--- src/rtl/rx_buffer_ctrl.sv ---
// rx_buffer_ctrl: circular packet FIFO controller in front of one buffer_memory.
// Producer words land speculatively at wr_ptr. A commit publishes them by moving
// cm_ptr, and a drop rewinds wr_ptr to cm_ptr. The consumer only sees words
// below cm_ptr. Read data comes back from the memory one cycle after mem_rd_en.
//
// Handshake semantics (both sides): a transfer happens on a rising edge where
// valid and ready are both high. wr_ready depends only on registered pointers,
// never on wr_valid. rd_valid, once high, stays high with rd_data stable until
// rd_ready is seen.
module rx_buffer_ctrl #(
  parameter int ADDR_WIDTH = 14,
  parameter int DATA_WIDTH = 32
) (
  input  logic                  clk,
  input  logic                  reset,
  input  logic                  wr_valid,
  input  logic [DATA_WIDTH-1:0] wr_data,
  output logic                  wr_ready,
  input  logic                  wr_commit,
  input  logic                  wr_drop,
  output logic                  rd_valid,
  output logic [DATA_WIDTH-1:0] rd_data,
  input  logic                  rd_ready,
  output logic [ADDR_WIDTH:0]   used_words,
  output logic [ADDR_WIDTH:0]   free_words,
  output logic [ADDR_WIDTH-1:0] mem_addr_wr,
  output logic [DATA_WIDTH-1:0] mem_data_in,
  output logic                  mem_wr_en,
  output logic [ADDR_WIDTH-1:0] mem_addr_rd,
  output logic                  mem_rd_en,
  input  logic [DATA_WIDTH-1:0] mem_data_out,
  output logic [1:0]            dbg_state
);

  localparam int PW = ADDR_WIDTH + 1;
  // DEPTH as a pointer-width value: only the wrap bit set.
  localparam logic [PW-1:0] DEPTH_C = {1'b1, {ADDR_WIDTH{1'b0}}};
  localparam logic [PW-1:0] ONE_C   = {{ADDR_WIDTH{1'b0}}, 1'b1};

  typedef enum logic [1:0] {
    ST_EMPTY = 2'd0,
    ST_FETCH = 2'd1,
    ST_VALID = 2'd2
  } rd_state_e;

  rd_state_e             state_q, state_d;
  logic [PW-1:0]         wr_ptr_q, wr_ptr_d;
  logic [PW-1:0]         cm_ptr_q, cm_ptr_d;
  logic [PW-1:0]         rd_ptr_q, rd_ptr_d;
  logic [DATA_WIDTH-1:0] rd_data_q, rd_data_d;
  logic                  rd_valid_q, rd_valid_d;
  logic [PW-1:0]         avail;
  logic                  wr_accept;
  logic                  rd_issue;

  // Occupancy counts every slot not yet handed to the read port, so a slot is
  // reusable as soon as its read has been issued.
  assign used_words = wr_ptr_q - rd_ptr_q;
  assign free_words = DEPTH_C - used_words;
  assign avail      = cm_ptr_q - rd_ptr_q;
  assign wr_ready   = (used_words != DEPTH_C);

  // Reset is folded in so the memory is never written while the block is held in reset.
  assign wr_accept   = wr_valid & wr_ready & ~wr_drop & reset;
  assign mem_wr_en   = wr_accept;
  assign mem_addr_wr = wr_ptr_q[ADDR_WIDTH-1:0];
  assign mem_data_in = wr_data;

  assign mem_rd_en   = rd_issue;
  assign mem_addr_rd = rd_ptr_q[ADDR_WIDTH-1:0];
  assign rd_valid    = rd_valid_q;
  assign rd_data     = rd_data_q;
  assign dbg_state   = state_q;

  // Write side: advance on accept, publish on commit, rewind on drop (drop wins).
  always_comb begin
    wr_ptr_d = wr_ptr_q;
    cm_ptr_d = cm_ptr_q;
    if (wr_drop) begin
      wr_ptr_d = cm_ptr_q;
    end else begin
      if (wr_accept) wr_ptr_d = wr_ptr_q + ONE_C;
      if (wr_commit) cm_ptr_d = wr_ptr_q + (wr_accept ? ONE_C : '0);
    end
  end

  // Read FSM: issue a read, capture the returned word, hold it until taken.
  always_comb begin
    state_d    = state_q;
    rd_ptr_d   = rd_ptr_q;
    rd_data_d  = rd_data_q;
    rd_valid_d = rd_valid_q;
    rd_issue   = 1'b0;
    case (state_q)
      ST_EMPTY: begin
        if (avail != '0) begin
          rd_issue = 1'b1;
          state_d  = ST_FETCH;
        end
      end
      ST_FETCH: begin
        rd_data_d  = mem_data_out;
        rd_valid_d = 1'b1;
        state_d    = ST_VALID;
      end
      ST_VALID: begin
        if (rd_ready) begin
          rd_valid_d = 1'b0;
          if (avail != '0) begin
            rd_issue = 1'b1;
            state_d  = ST_FETCH;
          end else begin
            state_d  = ST_EMPTY;
          end
        end
      end
      default: begin
        state_d    = ST_EMPTY;
        rd_valid_d = 1'b0;
      end
    endcase
    if (rd_issue) rd_ptr_d = rd_ptr_q + ONE_C;
  end

  // State and pointer registers; reset discards all contents and the held word.
  always_ff @(posedge clk or negedge reset) begin
    if (!reset) begin
      state_q    <= ST_EMPTY;
      wr_ptr_q   <= '0;
      cm_ptr_q   <= '0;
      rd_ptr_q   <= '0;
      rd_data_q  <= '0;
      rd_valid_q <= 1'b0;
    end else begin
      state_q    <= state_d;
      wr_ptr_q   <= wr_ptr_d;
      cm_ptr_q   <= cm_ptr_d;
      rd_ptr_q   <= rd_ptr_d;
      rd_data_q  <= rd_data_d;
      rd_valid_q <= rd_valid_d;
    end
  end

endmodule

--- config.mk ---
export PLATFORM = sky130hd
export DESIGN_NAME = rx_buffer_ctrl
export DESIGN_NICKNAME = d
export VERILOG_FILES = /design/src/rtl/rx_buffer_ctrl.sv
export SDC_FILE = /design/constraint.sdc
export NUM_CORES = 1
export LEC_CHECK = 0
export ABC_CLOCK_PERIOD_IN_PS = 4200
export CORE_MARGIN = 4
export CORE_UTILIZATION = 47
export DETAILED_ROUTE_END_ITERATION = 16
export MAX_ROUTING_LAYER = met4
export PLACE_DENSITY = 0.92
export RECOVER_POWER = 100
export SLEW_MARGIN = 25
export SYNTH_ARGS = -nofsm -noshare
export SYNTH_HDL_FRONTEND = slang
export SYNTH_SLANG_ARGS = --single-unit
--- constraint.sdc ---
create_clock -name clk -period 4.2 [get_ports clk]
set_input_delay 0.42 -clock clk [delete_from_list [all_inputs] [get_ports clk]]
set_output_delay 0.42 -clock clk [all_outputs]
set_load 0.05 [all_outputs]
== Word level (Yosys, flattened, before mapping) ==
Index checks and enable logic that the tools add are counted.
Operators by class
  eq/ne operators: 5
  muxes and demuxes: 12
  bitwise logic cells: 5
  add/subtract/negate cells: 6
  reduce and logical (&&, ||, !) cells: 6
Operators by type and width (number)
  adder 15 x 1 -> 15 bit, second input constant: 2
  two-way mux 15 bit: 2
  subtractor 15 bit: 2
  adder 15 x 1 -> 15 bit: 1
  != test 15 bit, second input constant: 1
  nonzero test 15 bit: 1
  subtractor 15 bit, first input constant: 1
  one-hot mux 2 bit (3 select lines): 1
  AND reduction 2 bit: 3
  two-way mux 1 bit: 5
  two-way mux 2 bit: 2
  != test 2 bit, second input constant: 2
  AND 1 bit: 3
  one-hot mux 1 bit (3 select lines): 1
  equality test 2 x 1 -> 1 bit, second input constant: 1
  equality test 2 bit, second input constant: 1
  zero test 2 bit: 1
  inverter 1 bit: 2
  one-hot mux 1 bit (2 select lines): 1
  nonzero test 2 bit: 1
Storage, ports and cells
  bits of input ports: 70
  output and inout bits: 128
  bits in registers: 80

== Longest topological paths before layout ==
  word-level depth: 7
  gate-level depth with buffers: 19
  mapped depth without buffers: 17

== Worst setup path before layout ==
Ideal clock, no wire load.
  path type: register -> register
  from: reg wr_ptr_q[1]
  to: reg cm_ptr_q[14]
  stages on the path, launching flop included: 19
  path slack: -1.095 ns
  setup time: 0.133 ns
  required time: 4.067 ns
  arrival: 5.163 ns
  buffers on the path: 3
  cells stage by stage: dfrtp_1 clkbuf_1 inv_1 fa_1 nand2b_1 a211oi_2 nor2_1 xnor2_1 nor4b_4 and4_4 buf_6 buf_12 nor2_1 ha_1 ha_1 nand2_1 nor2_1 xnor2_1 o21ai_0
On the way
  longest elaborated chain between the ends: 7
RTL lines
  start, declared: line 47  | logic [PW-1:0] wr_ptr_q, wr_ptr_d;
  start signal, assigned: line 136  | wr_ptr_q <= wr_ptr_d;
  subtractor 15 bit: line 58  | assign used_words = wr_ptr_q - rd_ptr_q;
  via used_words[8]: line 24  | output logic [ADDR_WIDTH:0] used_words,
  != test 15 bit: line 61  | assign wr_ready = (used_words != DEPTH_C);
  AND 1 bit (3 in a row): line 64  | assign wr_accept = wr_valid & wr_ready & ~wr_drop & reset;
  via mem_wr_en: line 28  | output logic mem_wr_en,
  two-way mux 1 bit: line 83  | if (wr_commit) cm_ptr_d = wr_ptr_q + (wr_accept ? ONE_C : '0);
  adder 15 x 1 -> 15 bit: line 83
  end signal, assigned: line 137  | cm_ptr_q <= cm_ptr_d;
  end, declared: line 48  | logic [PW-1:0] cm_ptr_q, cm_ptr_d;
The timed path passes the listed nets, and every way through them passes these cells.
A chain may end at the register's enable or synchronous reset.

== Worst setup path in the final report ==
  from: reg wr_ptr_q[0]
  to: out wr_ready
On the way
  longest elaborated chain between the ends: 2
RTL lines
  subtractor 15 bit: line 58
  != test 15 bit: line 61
  end, declared: line 18  | output logic wr_ready,
Every way passes these cells.

==> results.md <==
* Hold crit path type: input pin to async pin
* Seq/Total Area, Yosys at 33.6%
* Crit share post-route at between 90% and 100%
* Leak at between 3 and 4 nW
* Max Root-Sink Buffers at 2
* DIE AREA at about 15000 µm²
* DP Wirelength at 11900 µm
* Largest net degree at the start of global routing at 44
* Slew Viols, Final at 73
* Worst vdd ir at roughly 0.95 mV
* Total Wirelength at between 15000 and 20000 µm
* Netlist cell types at 65
* Fin nets at 818
* Initial DRC Count at 463
* CTS tree: yes
* Initial Util at 48.8%
* Overall power at 0.00683 W
* Clock Latency Late Sink at 340 ps
* Worst Path Arrival at roughly 3700 ps
* Minimum clock period at 4070 ps
* Synth Cell Area at 5960 µm²
* Number of synthesized flops with an enable pin at 0
* Clk sink count at 80
* IO Count at just under 200
* Final setup viols at 0
* Max Fclk at around 250 MHz
* DP Area at a little over 7000 µm²
* CTS clk-pin slew, worst paths at 60 ps
* CP cell instances: inv_1 -> ha_1 -> fa_1 -> nand2b_1 -> a211oi_2 -> o211ai_2 -> nand2_4 -> nand4b_1 -> a31oi_2 -> and4_4 -> buf_8 -> inv_1 -> buf_4
* Slowest cell on crit path: dfrtp_2
* Routability Congestion at 0.966
* DRT Pass-1 Iters at 5
* Status: finished with violations
* Rel. slew slack at -47.0%
* Via count at 5098
* GR Overflow Total at 0
* CP Max Fanout at 28
* Die height at roughly 120 µm
* Synth warn at 0
* Worst-Margin Slew at 2200 ps
* Routed WL per cell at 17.8 µm
* Final hold vios at 0
* Post-route ant nets at 0
* CP Launch Type: register
* DRC at 0
* CP top delay family: simple AND/OR/NAND/NOR gates
* Mapped Nets at 748
* Max Cap Viol at 2
* Most used cell, CP: inv_1
* First-pass GRT wire length at approximately 25000 µm
* Post-route cell area at 7430 µm²
* CP max stage delay at around 410 ps
* DIE WIDTH at 121 µm
* Worst setup EP type: output port
* Total GRT Usage at 21.5%
* Hold Buf Count CTS at 0
* PortBufs at 133
* Register bit total from synthesis at 80
* Vias in the first global route at 4915
* P&R area growth vs syn at 24.6%
* Initial antenna violation count at 0
* Via/cell ratio at ~5.7
* FFs w/ async S/R, synth at 100%
* Crit path buf inv count at 4
* Pwr Density at 919 nW/µm²
* Share of layout cells above drive strength 1 at 15.0%
* Hold slack final at 73.3 ps
* Root Driver: clkbuf_16
* Core footprint at 12200 µm²
* H-tree depth at 3
* Rows at 40
* Inserted Clock Buffers at 9
* Failing checks: max-capacitance violations, max-slew violations
* Syn avg cell area at 9.26 µm²
* Setup CP Type: register to output port
* Clock Skews at 9.79 ps
* Synth Flop Type: dfrtp_1
* Post-synthesis cell count at 644
* Ant. Diodes at 0
* Critical path data required time at between 3000 and 4000 ps
[synth_stat cells, drive strengths merged (17+ instances only)]
library cell / n / area share, %
nand2: 46 / 2.9
o21ai: 35 / 3.4
clkbuf: 17 / 1.1
nand3: 18 / 1.5
ha: 33 / 6.9
nor2: 42 / 2.6
xnor2: 37 / 5.4
a21oi: 19 / 1.6
buf: 68 / 8.7
xor2: 20 / 2.9
nand4: 18 / 1.9
mux2: 34 / 6.4
dfrtp: 80 / 34
inv: 31 / 2.0
[cells by family (layout without fill, tap and decap cells)]
kind of cell	Yosys count	in the layout	synth area share [%]
and+or+nand+nor	189	189	16.6
DFF	80	80	33.6
xor gates and xnor gates	57	57	8.37
muxes	36	36	6.75
adders and majority gates	34	34	7.26
AOI/OAI and AO/OA	132	132	15.7
buffers and inverters	116	191	11.7
[cell type report]
class / instances / area [µm²]
repair buffers: 144 / 1410
multi-input cells: 448 / 3380
fillers: 970 / 4780
well taps: 168 / 210
clock buffers: 12 / 256
inverters: 31 / 116
flip-flops and latches: 80 / 2000
clock inverters: 4 / 51.3
[final timing paths]
| check | end | depth (start not counted) | startpoint | slack [ps] |
|---|---|---|---|---|
| max | wr_ready | 13 | wr_ptr_q[0] | 130 |
| min | rd_data[9] | 1 | reset | 70 |
| max reg2reg | cm_ptr_q[8] | 17 | wr_ptr_q[0] | 250 |
| min reg2reg | rd_valid | 1 | rd_valid | 500 |
| max in group asynchronous | cm_ptr_q[10] | 2 | reset | 1660 |
| min in group clk | rd_valid | 1 | rd_valid | 500 |
[per-stage QoR]
| stage | setup WS, ps | util, % | setup TNS, ps | instances |
|---|---|---|---|---|
| floorplan | 15.7 | - | 0 | 644 |
| global placement | 314 | 57.9 | 0 | 870 |
| detailed placement | 124 | 57.9 | 0 | 870 |
| CTS | 27.2 | 60.4 | 0 | 886 |
| global route | -49.2 | 60.9 | -81.1 | 887 |
| finish | 131 | 60.9 | 0 | 887 |
[what timing repair did]
action / in CTS / in global routing
pin swaps: 0 / 1
cloned: 0 / 0
setup buffers: 0 / 1
resized for setup: 3 / 16
endpoints found under the setup margin: 3 / 10
[per-layer routing]
| metal | wire, µm | vias to the layer above | GRT usage, % |
|---|---|---|---|
| li1 | - | 2390 | - |
| met1 | 6230 | 2431 | 26.2 |
| met2 | 8230 | 224 | 37.0 |
| met3 | 833 | 53 | 3.41 |
| met4 | 453 | 0 | 6.52 |
| met5 | 0 | - | - |
[flip-flops by register name (all words and copies together), names as in the netlist]
name       cells
rd_valid       1
cm_ptr_q      15
rd_ptr_q      15
dbg_state      2
rd_data       32
wr_ptr_q      15
[cell usage in the layout (no fill, tap or decap), drive strengths merged, types with 10 or more instances in the layout]
master         instances
clkdlybuf4s50         47
and3                  15
dfrtp                 80
mux2                  34
nand3                 18
a21o                  13
inv                   32
xor2                  20
dlygate4sd3           73
o21a                  10
ha                    33
xnor2                 37
a21oi                 19
buf                   18
a31oi                 16
nand2                 46
nand4                 18
clkbuf                15
o21ai                 35
nor2                  42
[report_power, final]
part | switching, W | total [W] | internal, W
clock network | 0.000309 | 0.000804 | 0.000494
logic | 0.00316 | 0.00476 | 0.00160
registers | 0.000224 | 0.00127 | 0.00104
Note: power is estimated with default switching activity, not from simulation.
